===== src/rtl/regfile_port_master_if.sv =====
// Command and response handshake bundle for the register file port master.
// The master modport is the block's side; slave is the sequencer/consumer side.
interface regfile_port_master_if #(
    parameter int DATA_W = 16,
    parameter int ADDR_W = 4
);
    logic              cmd_valid;
    logic              cmd_ready;
    logic              cmd_write;
    logic [ADDR_W-1:0] cmd_addr;
    logic [ADDR_W-1:0] cmd_len;
    logic [DATA_W-1:0] cmd_wdata;
    logic              rsp_valid;
    logic              rsp_ready;
    logic [DATA_W-1:0] rsp_data;
    logic              rsp_last;

    modport master (
        input  cmd_valid, cmd_write, cmd_addr, cmd_len, cmd_wdata, rsp_ready,
        output cmd_ready, rsp_valid, rsp_data, rsp_last
    );

    modport slave (
        output cmd_valid, cmd_write, cmd_addr, cmd_len, cmd_wdata, rsp_ready,
        input  cmd_ready, rsp_valid, rsp_data, rsp_last
    );
endinterface


===== src/rtl/regfile_port_master.sv =====
// Initiator for a single-port register file: single writes and wrapping read bursts,
// with read beats streamed out through one registered valid/ready response stage.
module regfile_port_master #(
    parameter int DATA_W = 16,
    parameter int ADDR_W = 4
) (
    input  logic                  clk,
    input  logic                  reset,
    regfile_port_master_if.master bus,
    output logic                  wr_done,
    output logic                  busy,
    output logic                  rf_we,
    output logic [ADDR_W-1:0]     rf_waddr,
    output logic [DATA_W-1:0]     rf_wdata,
    output logic [ADDR_W-1:0]     rf_raddr,
    input  logic [DATA_W-1:0]     rf_rdata
);
    typedef enum logic [1:0] {IDLE, WRITE, READ} state_t;

    state_t            state_q, state_d;
    logic [ADDR_W-1:0] base_q, base_d;
    logic [ADDR_W-1:0] len_q, len_d;
    logic [ADDR_W-1:0] cnt_q, cnt_d;
    logic              we_q, we_d;
    logic [ADDR_W-1:0] waddr_q, waddr_d;
    logic [DATA_W-1:0] wdata_q, wdata_d;
    logic              rsp_valid_q, rsp_valid_d;
    logic              rsp_last_q, rsp_last_d;
    logic [DATA_W-1:0] rsp_data_q, rsp_data_d;

    logic cmd_accept;
    logic capture;

    assign cmd_accept = bus.cmd_valid && (state_q == IDLE);
    // A beat is only captured when the output slot is free or draining this edge,
    // so a pending beat is never overwritten.
    assign capture    = (state_q == READ) && (!rsp_valid_q || bus.rsp_ready);

    always_comb begin
        state_d     = state_q;
        base_d      = base_q;
        len_d       = len_q;
        cnt_d       = cnt_q;
        we_d        = 1'b0;
        waddr_d     = waddr_q;
        wdata_d     = wdata_q;
        rsp_valid_d = rsp_valid_q;
        rsp_last_d  = rsp_last_q;
        rsp_data_d  = rsp_data_q;

        case (state_q)
            IDLE: begin
                if (cmd_accept) begin
                    if (bus.cmd_write) begin
                        state_d = WRITE;
                        we_d    = 1'b1;
                        waddr_d = bus.cmd_addr;
                        wdata_d = bus.cmd_wdata;
                    end else begin
                        state_d = READ;
                        base_d  = bus.cmd_addr;
                        len_d   = bus.cmd_len;
                        cnt_d   = '0;
                    end
                end
            end
            WRITE: state_d = IDLE;
            READ: begin
                if (capture) begin
                    cnt_d = cnt_q + 1'b1;
                    if (cnt_q == len_q) state_d = IDLE;
                end
            end
            default: state_d = IDLE;
        endcase

        if (capture) begin
            rsp_valid_d = 1'b1;
            rsp_data_d  = rf_rdata;
            rsp_last_d  = (cnt_q == len_q);
        end else if (rsp_valid_q && bus.rsp_ready) begin
            rsp_valid_d = 1'b0;
        end
    end

    always_ff @(posedge clk) begin
        if (reset) begin
            state_q     <= IDLE;
            base_q      <= '0;
            len_q       <= '0;
            cnt_q       <= '0;
            we_q        <= 1'b0;
            waddr_q     <= '0;
            wdata_q     <= '0;
            rsp_valid_q <= 1'b0;
            rsp_last_q  <= 1'b0;
            rsp_data_q  <= '0;
        end else begin
            state_q     <= state_d;
            base_q      <= base_d;
            len_q       <= len_d;
            cnt_q       <= cnt_d;
            we_q        <= we_d;
            waddr_q     <= waddr_d;
            wdata_q     <= wdata_d;
            rsp_valid_q <= rsp_valid_d;
            rsp_last_q  <= rsp_last_d;
            rsp_data_q  <= rsp_data_d;
        end
    end

    assign bus.cmd_ready = (state_q == IDLE);
    assign bus.rsp_valid = rsp_valid_q;
    assign bus.rsp_data  = rsp_data_q;
    assign bus.rsp_last  = rsp_last_q;
    assign busy          = (state_q != IDLE);
    assign rf_we         = we_q;
    assign wr_done       = we_q;
    assign rf_waddr      = waddr_q;
    assign rf_wdata      = wdata_q;
    // Address arithmetic is ADDR_W wide, so bursts wrap past the top entry to 0.
    assign rf_raddr      = base_q + cnt_q;
endmodule


===== src/flat_wrapper.sv =====
// flat-port wrapper written by rule: the top's interface ports become plain ports
module regfile_port_master_flat 
#(
    parameter int DATA_W = 16,
    parameter int ADDR_W = 4
)
  (clk, reset, wr_done, busy, rf_we, rf_waddr, rf_wdata, rf_raddr, rf_rdata, bus_cmd_valid, bus_cmd_write, bus_cmd_addr, bus_cmd_len, bus_cmd_wdata, bus_rsp_ready, bus_cmd_ready, bus_rsp_valid, bus_rsp_data, bus_rsp_last);
  regfile_port_master_if #(.DATA_W(DATA_W), .ADDR_W(ADDR_W)) bus_i ();
  input  logic clk;
  input  logic reset;
  output logic wr_done;
  output logic busy;
  output logic rf_we;
  output logic [ADDR_W-1:0] rf_waddr;
  output logic [DATA_W-1:0] rf_wdata;
  output logic [ADDR_W-1:0] rf_raddr;
  input  logic [DATA_W-1:0] rf_rdata;
  input wire logic [$bits(bus_i.cmd_valid)-1:0] bus_cmd_valid;
  input wire logic [$bits(bus_i.cmd_write)-1:0] bus_cmd_write;
  input wire logic [$bits(bus_i.cmd_addr)-1:0] bus_cmd_addr;
  input wire logic [$bits(bus_i.cmd_len)-1:0] bus_cmd_len;
  input wire logic [$bits(bus_i.cmd_wdata)-1:0] bus_cmd_wdata;
  input wire logic [$bits(bus_i.rsp_ready)-1:0] bus_rsp_ready;
  output wire logic [$bits(bus_i.cmd_ready)-1:0] bus_cmd_ready;
  output wire logic [$bits(bus_i.rsp_valid)-1:0] bus_rsp_valid;
  output wire logic [$bits(bus_i.rsp_data)-1:0] bus_rsp_data;
  output wire logic [$bits(bus_i.rsp_last)-1:0] bus_rsp_last;
  assign bus_i.cmd_valid = bus_cmd_valid;
  assign bus_i.cmd_write = bus_cmd_write;
  assign bus_i.cmd_addr = bus_cmd_addr;
  assign bus_i.cmd_len = bus_cmd_len;
  assign bus_i.cmd_wdata = bus_cmd_wdata;
  assign bus_i.rsp_ready = bus_rsp_ready;
  assign bus_cmd_ready = bus_i.cmd_ready;
  assign bus_rsp_valid = bus_i.rsp_valid;
  assign bus_rsp_data = bus_i.rsp_data;
  assign bus_rsp_last = bus_i.rsp_last;
  regfile_port_master #(.DATA_W(DATA_W), .ADDR_W(ADDR_W)) u_core (.clk(clk), .reset(reset), .bus(bus_i), .wr_done(wr_done), .busy(busy), .rf_we(rf_we), .rf_waddr(rf_waddr), .rf_wdata(rf_wdata), .rf_raddr(rf_raddr), .rf_rdata(rf_rdata));
endmodule

===== config.mk =====
export PLATFORM = sky130hd
export DESIGN_NAME = regfile_port_master_flat
export DESIGN_NICKNAME = d
export VERILOG_FILES = /design/src/rtl/regfile_port_master_if.sv /design/src/rtl/regfile_port_master.sv /design/src/flat_wrapper.sv
export SDC_FILE = /design/constraint.sdc
export NUM_CORES = 1
export LEC_CHECK = 0
export CAP_MARGIN = 15
export CORE_MARGIN = 5
export CORE_UTILIZATION = 42
export CTS_BUF_LIST = sky130_fd_sc_hd__clkbuf_16
export DETAILED_ROUTE_END_ITERATION = 6
export GPL_TIMING_DRIVEN = 0
export PLACE_DENSITY = 0.89
export SYNTH_ARGS = -nofsm -noshare
export SYNTH_HDL_FRONTEND = slang
export SYNTH_SLANG_ARGS = --single-unit

===== constraint.sdc =====
create_clock -name clk -period 1.5 [get_ports clk]
set_input_delay 0.3 -clock clk [delete_from_list [all_inputs] [get_ports clk]]
set_output_delay 0.3 -clock clk [all_outputs]
set_load 0.05 [all_outputs]

==> results of run 1 <==
## flip-flops by register name, indices dropped and copies added (netlist names)
register              count
u_core.bus.rsp_data      16
u_core.rf_wdata          16
u_core.len_q              4
u_core.state_q            2
u_core.rf_waddr           4
u_core.rf_we              1
u_core.cnt_q              4
u_core.base_q             4
u_core.bus.rsp_last       1
u_core.bus.rsp_valid      1
## worst max-delay path, delay by kind of cell, from the launching register on
kind,cells,cell delay (ps)
xor+xnor,1,130
buf+inv,1,170
compound gates,2,340
flops,1,350
fa+ha+maj,1,230
## stage by stage
step                hold WS (ps)  setup WS [ps]  instance area [um^2]
floorplan                  436.0         -74.74                  2220
global placement           441.0         -740.5                  3198
detailed placement         448.3         -750.6                  3198
CTS                        277.7         -376.4                  3386
global route               291.7         -352.3                  3427
finish                     286.8         -314.6                  3427
## synthesized netlist by cell type
library cell and number:
xnor2_1 1, dfxtp_1 53, nand3_1 18, a21oi_1 52, nand4bb_1 1, or4_1 2
ha_1 4, or4b_1 1, a2111oi_2 1, nor2_1 2, inv_1 3, o31ai_1 2
o211ai_2 2, nand2b_1 4, fa_1 1, and4bb_1 1, a21o_1 2, buf_4 1
nor3_1 1, xor2_1 6, buf_2 9, clkbuf_1 10, nand2_1 56, o21ai_1 16
nor4b_4 1, nor2b_1 2, nor2_2 1, nor4_1 1, or3_1 1, or2_2 1
## cell families after synthesis
kind of cell / Yosys count
buffers and inverters: 23
AOI/OAI and AO/OA: 75
adders and majority gates: 5
DFF: 53
xor gates and xnor gates: 7
and+or+nand+nor: 93
## metal layers
metal  vias up  routed length [um]
met5         -                   0
met4         0                  76
met3         8                 394
met2        50                3319
met1      1030                2452
li1       1074                   -
## path summary, 6_finish.rpt
path,startpoint,slack (ps),cells past startpoint,to
min reg2reg,u_core.rf_wdata[5],450,2,u_core.rf_wdata[5]
min,reset,290,2,u_core.state_q[1]
max,u_core.base_q[1],-310,5,rf_raddr[3]
max reg2reg,u_core.cnt_q[1],30,4,u_core.state_q[1]
## report_power, final
group	switching, mW	total (mW)	internal [mW]	leakage, nW
combinational	0.415	0.676	0.261	0.934
sequential	0.0358	1.50	1.46	0.436
clock	0.488	1.26	0.776	0.0826
## cell type report
| cell class | count | share of cell area, % |
|---|---|---|
| Buffer | 18 | 2.519 |
| Inverter | 3 | 0.3286 |
| Clock inverter | 3 | 1.095 |
| Tap cell | 70 | 2.556 |
| Timing Repair Buffer | 96 | 26.43 |
| Sequential cell | 53 | 31.62 |
| Multi-Input combinational cell | 180 | 31.80 |
| Clock buffer | 5 | 3.651 |
## timing repair
item / 4_1_cts / 5_1_grt
pin swaps: 6 / 5
setup buffers: 5 / 2
setup endpoints to repair: 75 / 45
resized for setup: 98 / 18
==> impl_metrics.csv, run 1 <==
group,metric,value,unit
cts,ctsHoldBuffers,0,
setup_path,critPathMaxFanout,2,
floorplan,top_level_ports,91,
cts,cts_buffers,5,
timing,max_freq,551.1,MHz
outcome,status,"complete, but fails checks",
timing,hold_viol_final,0,
worst_hold_path,hp-class,"input pin to flip-flop",
synth,synth_area_leaders,"dfxtp_1 49%, a21oi_1 12%, nand2_1 9.8%",
floorplan,dieWidth,81.58,um
routing,drtPass1Iterations,4,
timing,drv_slew,0,
final_layout,seq_area,0.001084,mm^2
power,powerDensity,1004,mW/mm^2
synth,synth_top_area_share,49.30,%
timing,period_share,121.0,%
routing,wl_per_cell,14.59,um
global_routing,top_usage_layer,"met2",
floorplan,core_area,0.005042,mm^2
synth,synth_cell_types,30,
global_routing,met2_usage,34.77,%
final_layout,final_util,67.97,%
power,finalPower,3.440,mW
floorplan,die_h,81.58,um
routing,wl,6243,um
global_routing,antenna_found_initial,0,
final_layout,syn_to_final_growth,59.24,%
global_routing,grt_use_total,18.93,%
cts,cts_htree_levels,2,
floorplan,row_count,26,
timing,fin_setup_tns,-927.6,ps
synth,ys_seq_area_share,49.30,%
cts,clk_pin_slew,60,ps
synth,avgSynthCellArea,8.407,um^2
timing,worst_pin_slew,584.3,ps
cts,clockRootBuffer,"clkbuf_16",
synth,synth_nets,306,
setup_path,critPathLaunchType,"flip-flop",
final_layout,fillers,414,
timing,fin_ws,-314.6,ps
global_routing,grt_use_met3,5.592,%
setup_path,critPathSlowestCell,"dfxtp_4",
placement,hpwl,4443,um
synth,yosys.area_share.simple,20.81,%
timing,skew,8.417,ps
synth,synth_xor_xnor_area_share,2.849,%
final_layout,nets,407,
global_routing,first_global_vias,2136,
synth,syn_inst,256,
synth,synth_fa_ha_area_share,3.256,%
final_layout,diodes,0,
synth,synthMuxAreaShare,0,%
cts,cts_tree,"done",
global_routing,grt_max_degree,16,
global_routing,grt_pass1_wl,9811,um
setup_path,crit_chain,"ha_4 -> a21o_1 -> a21oi_4 -> xnor2_4 -> buf_6",
timing,fin_crit,1815,ps
final_layout,drive_gt1_share,16.48,%
final_layout,fin_cells,428,
synth,yosys.area.top_type,"dfxtp_1",
timing,finalSetupViolations,3,
cts,clockBufferDepth,2,
routing,ant_nets,0,
timing,slew_headroom,60.69,%
setup_path,cp_slowest_stage_delay,350,ps
synth,synthesis.area,0.002152,mm^2
placement,io_buffers,89,
power,leakagePower,1.453,nW
setup_path,critical_path_required,1200,ps
floorplan,initial_core_util,42.68,%
setup_path,arrival,1510,ps
synth,synth_top_family_by_area,"simple AND/OR/NAND/NOR gates",
cts,clk_latency,290,ps
routing,drc,0,
timing,grt_setup_unrepaired,"yes",
synth,yosys_warnings,0,
routing,dr.first_iter.drc_count,121,
power,ir_worst_vdd,896.0,uV
setup_path,critPathCaptureType,"primary output",
routing,drt-vias-per-instance,5.051,
routing,dr_total_vias,2162,
final_layout,layout_common_cells,"56 x nand2_1, 51 x a21oi_1, 45 x dfxtp_1",
placement,gp_congestion,0.7602,
global_routing,grt_overflow,0,
placement,place_inst,415,
final_layout,final_common_cell,"nand2_1",
cts,cts_sinks,53,
setup_path,worstSetupPathType,"flip-flop to primary output",
final_layout,multiInputGateArea,0.001090,mm^2
outcome,violations,"setup timing",
global_routing,grtUsageMet1,20.56,%
synth,synth-compound-area-share,19.07,%
synth,synth-seq-cells,53,
job,drv_cap,0,
floorplan,die-area,0.006655,mm^2
(Power assumes the default switching activity.)
==> run 2: changes to the inputs <==
--- a/config.mk
+++ b/config.mk
@@ -6,6 +6,7 @@
 export NUM_CORES = 1
 export LEC_CHECK = 0
 export CAP_MARGIN = 15
+export CORE_ASPECT_RATIO = 1.1
 export CORE_MARGIN = 5
 export CORE_UTILIZATION = 42
 export CTS_BUF_LIST = sky130_fd_sc_hd__clkbuf_16
==> impl_metrics.csv, run 2 (same netlist as run 1, synthesis figures left out) <==
group,metric,value,unit
floorplan,initial_core_util,43.04,%
floorplan,core_area,0.005000,mm^2
cts,clockBufferDepth,2,
setup_path,cp_top_family,"compound AO/OA/AOI/OAI gates",
routing,ant_nets,0,
placement,place_inst,403,
floorplan,die-area,0.006657,mm^2
floorplan,row_count,27,
timing,max_freq,539.4,MHz
final_layout,fin_area,0.003405,mm^2
cts,clockRootBuffer,"clkbuf_16",
timing,drv_slew,0,
setup_path,critPathCaptureType,"primary output",
timing,hold_viol_final,0,
setup_path,crit_chain,"ha_4 -> a21o_1 -> a21oi_4 -> xnor2_4 -> buf_6",
cts,clk_pin_slew,70,ps
timing,finalSetupViolations,3,
global_routing,grt_max_degree,16,
global_routing,antenna_found_initial,0,
routing,dr.first_iter.drc_count,145,
routing,drt-vias-per-instance,5.236,
setup_path,worstSetupPathType,"flip-flop to primary output",
routing,drtPass1Iterations,4,
final_layout,syn_to_final_growth,58.20,%
cts,cts_sinks,53,
final_layout,fillers,408,
final_layout,fin_cells,416,
routing,wl,6268,um
job,drv_cap,0,
timing,period_share,123.6,%
routing,dr_total_vias,2178,
placement,post_dp_cell_area,0.003183,mm^2
setup_path,critPathMaxFanout,2,
cts,cts_buffers,5,
setup_path,cp_slowest_stage_delay,360,ps
floorplan,dieWidth,78.25,um
global_routing,grt_overflow,0,
setup_path,critPathSlowestCell,"dfxtp_4",
cts,clk_latency,280,ps
timing,fin_hold_ws,293.3,ps
power,ir_worst_vdd,649.7,uV
floorplan,die_h,85.08,um
worst_hold_path,hp-class,"input pin to flip-flop",
final_layout,layout_common_cells,"56 x nand2_1, 51 x a21oi_1, 46 x dfxtp_1",
global_routing,grt_use_total,18.06,%
setup_path,critical_path_required,1200,ps
outcome,violations,"setup timing",
timing,grt_setup_unrepaired,"yes",
final_layout,drive_gt1_share,16.48,%
placement,io_buffers,89,
cts,ctsHoldBuffers,0,
timing,fin_ws,-353.8,ps
final_layout,nets,407,
timing,skew,5.656,ps
final_layout,final_util,68.09,%
routing,drc,0,
placement,gp_congestion,0.7815,
power,leakagePower,1.466,nW
timing,fin_crit,1854,ps
power,powerDensity,958.8,mW/mm^2
timing,worst_pin_slew,527.5,ps
final_layout,final_common_cell,"nand2_1",
setup_path,arrival,1550,ps
outcome,status,"complete, but fails checks",
floorplan,top_level_ports,91,
cts,cts_htree_levels,2,
global_routing,first_global_vias,2164,
cts,cts_tree,"done",
final_layout,diodes,0,
setup_path,critPathLaunchType,"flip-flop",
global_routing,grt_pass1_wl,9825,um
setup_path,path_buf_inv,1,
routing,wl_per_cell,15.07,um
power,finalPower,3.264,mW
placement,hpwl,4448,um
timing,slew_headroom,64.98,%
==> run 2: cell types whose count changed in the layout (fill, tap and decap cells not counted), sizes merged <==
cell,change
clkdlybuf4s15,-6
dlygate4sd2,+5
clkbuf,+2
clkinv,+2
buf,-1
bufinv,-1
inv,-1
==> run 2: final cells by class <==
type                            count  area [um^2]  area share (%)
Inverter                            3        11.26          0.3308
Sequential cell                    53         1082           31.79
Timing Repair Buffer               96        915.9           26.90
Clock inverter                      3        12.51          0.3675
Buffer                             18        96.34           2.830
Clock buffer                        5        125.1           3.675
Multi-Input combinational cell    180         1089           31.97
Tap cell                           58        72.57           2.132
==> run 2: worst paths after layout <==
check	from	to	slack, ps	cells after the start
setup reg to reg	u_core.state_q[0]	u_core.cnt_q[1]	30	5
hold / removal	reset	u_core.state_q[1]	290	2
hold reg to reg	u_core.rf_wdata[11]	u_core.rf_wdata[11]	450	2
setup / recovery	u_core.cnt_q[1]	rf_raddr[3]	-350	5
==> run 2: routing by layer <==
metal / global-route usage, % / vias to the layer above / share of wire, %
li1: - / 1071 / -
met1: 20.75 / 1014 / 38
met2: 31.07 / 79 / 53
met3: 5.202 / 14 / 6.7
met4: 7.949 / 0 / 2.1
met5: 0 / - / 0
==> run 2: through the flow <==
step / TNS, ps / setup WS [ps]
after floorplan: -78.87 / -74.74
after global placement: -16610 / -741.7
after detailed placement: -18390 / -781.9
after CTS: -1112 / -402.1
after global routing: -1101 / -387.4
final: -996.7 / -353.8
==> run 2: repair_timing <==
| action | 4_1_cts | 5_1_grt |
|---|---|---|
| setup buffers | 5 | 1 |
| gates cloned | 0 | 1 |
| setup endpoints to repair | 75 | 46 |
| pin swaps | 4 | 6 |
| resized for setup | 94 | 20 |
==> run 2: where the power goes <==
part | leakage, nW | switching (mW) | internal (mW) | total (mW)
clock network | 0.0687 | 0.470 | 0.604 | 1.07
logic | 0.962 | 0.417 | 0.272 | 0.689
registers | 0.436 | 0.0368 | 1.46 | 1.50
total | 1.47 | 0.924 | 2.34 | 3.26
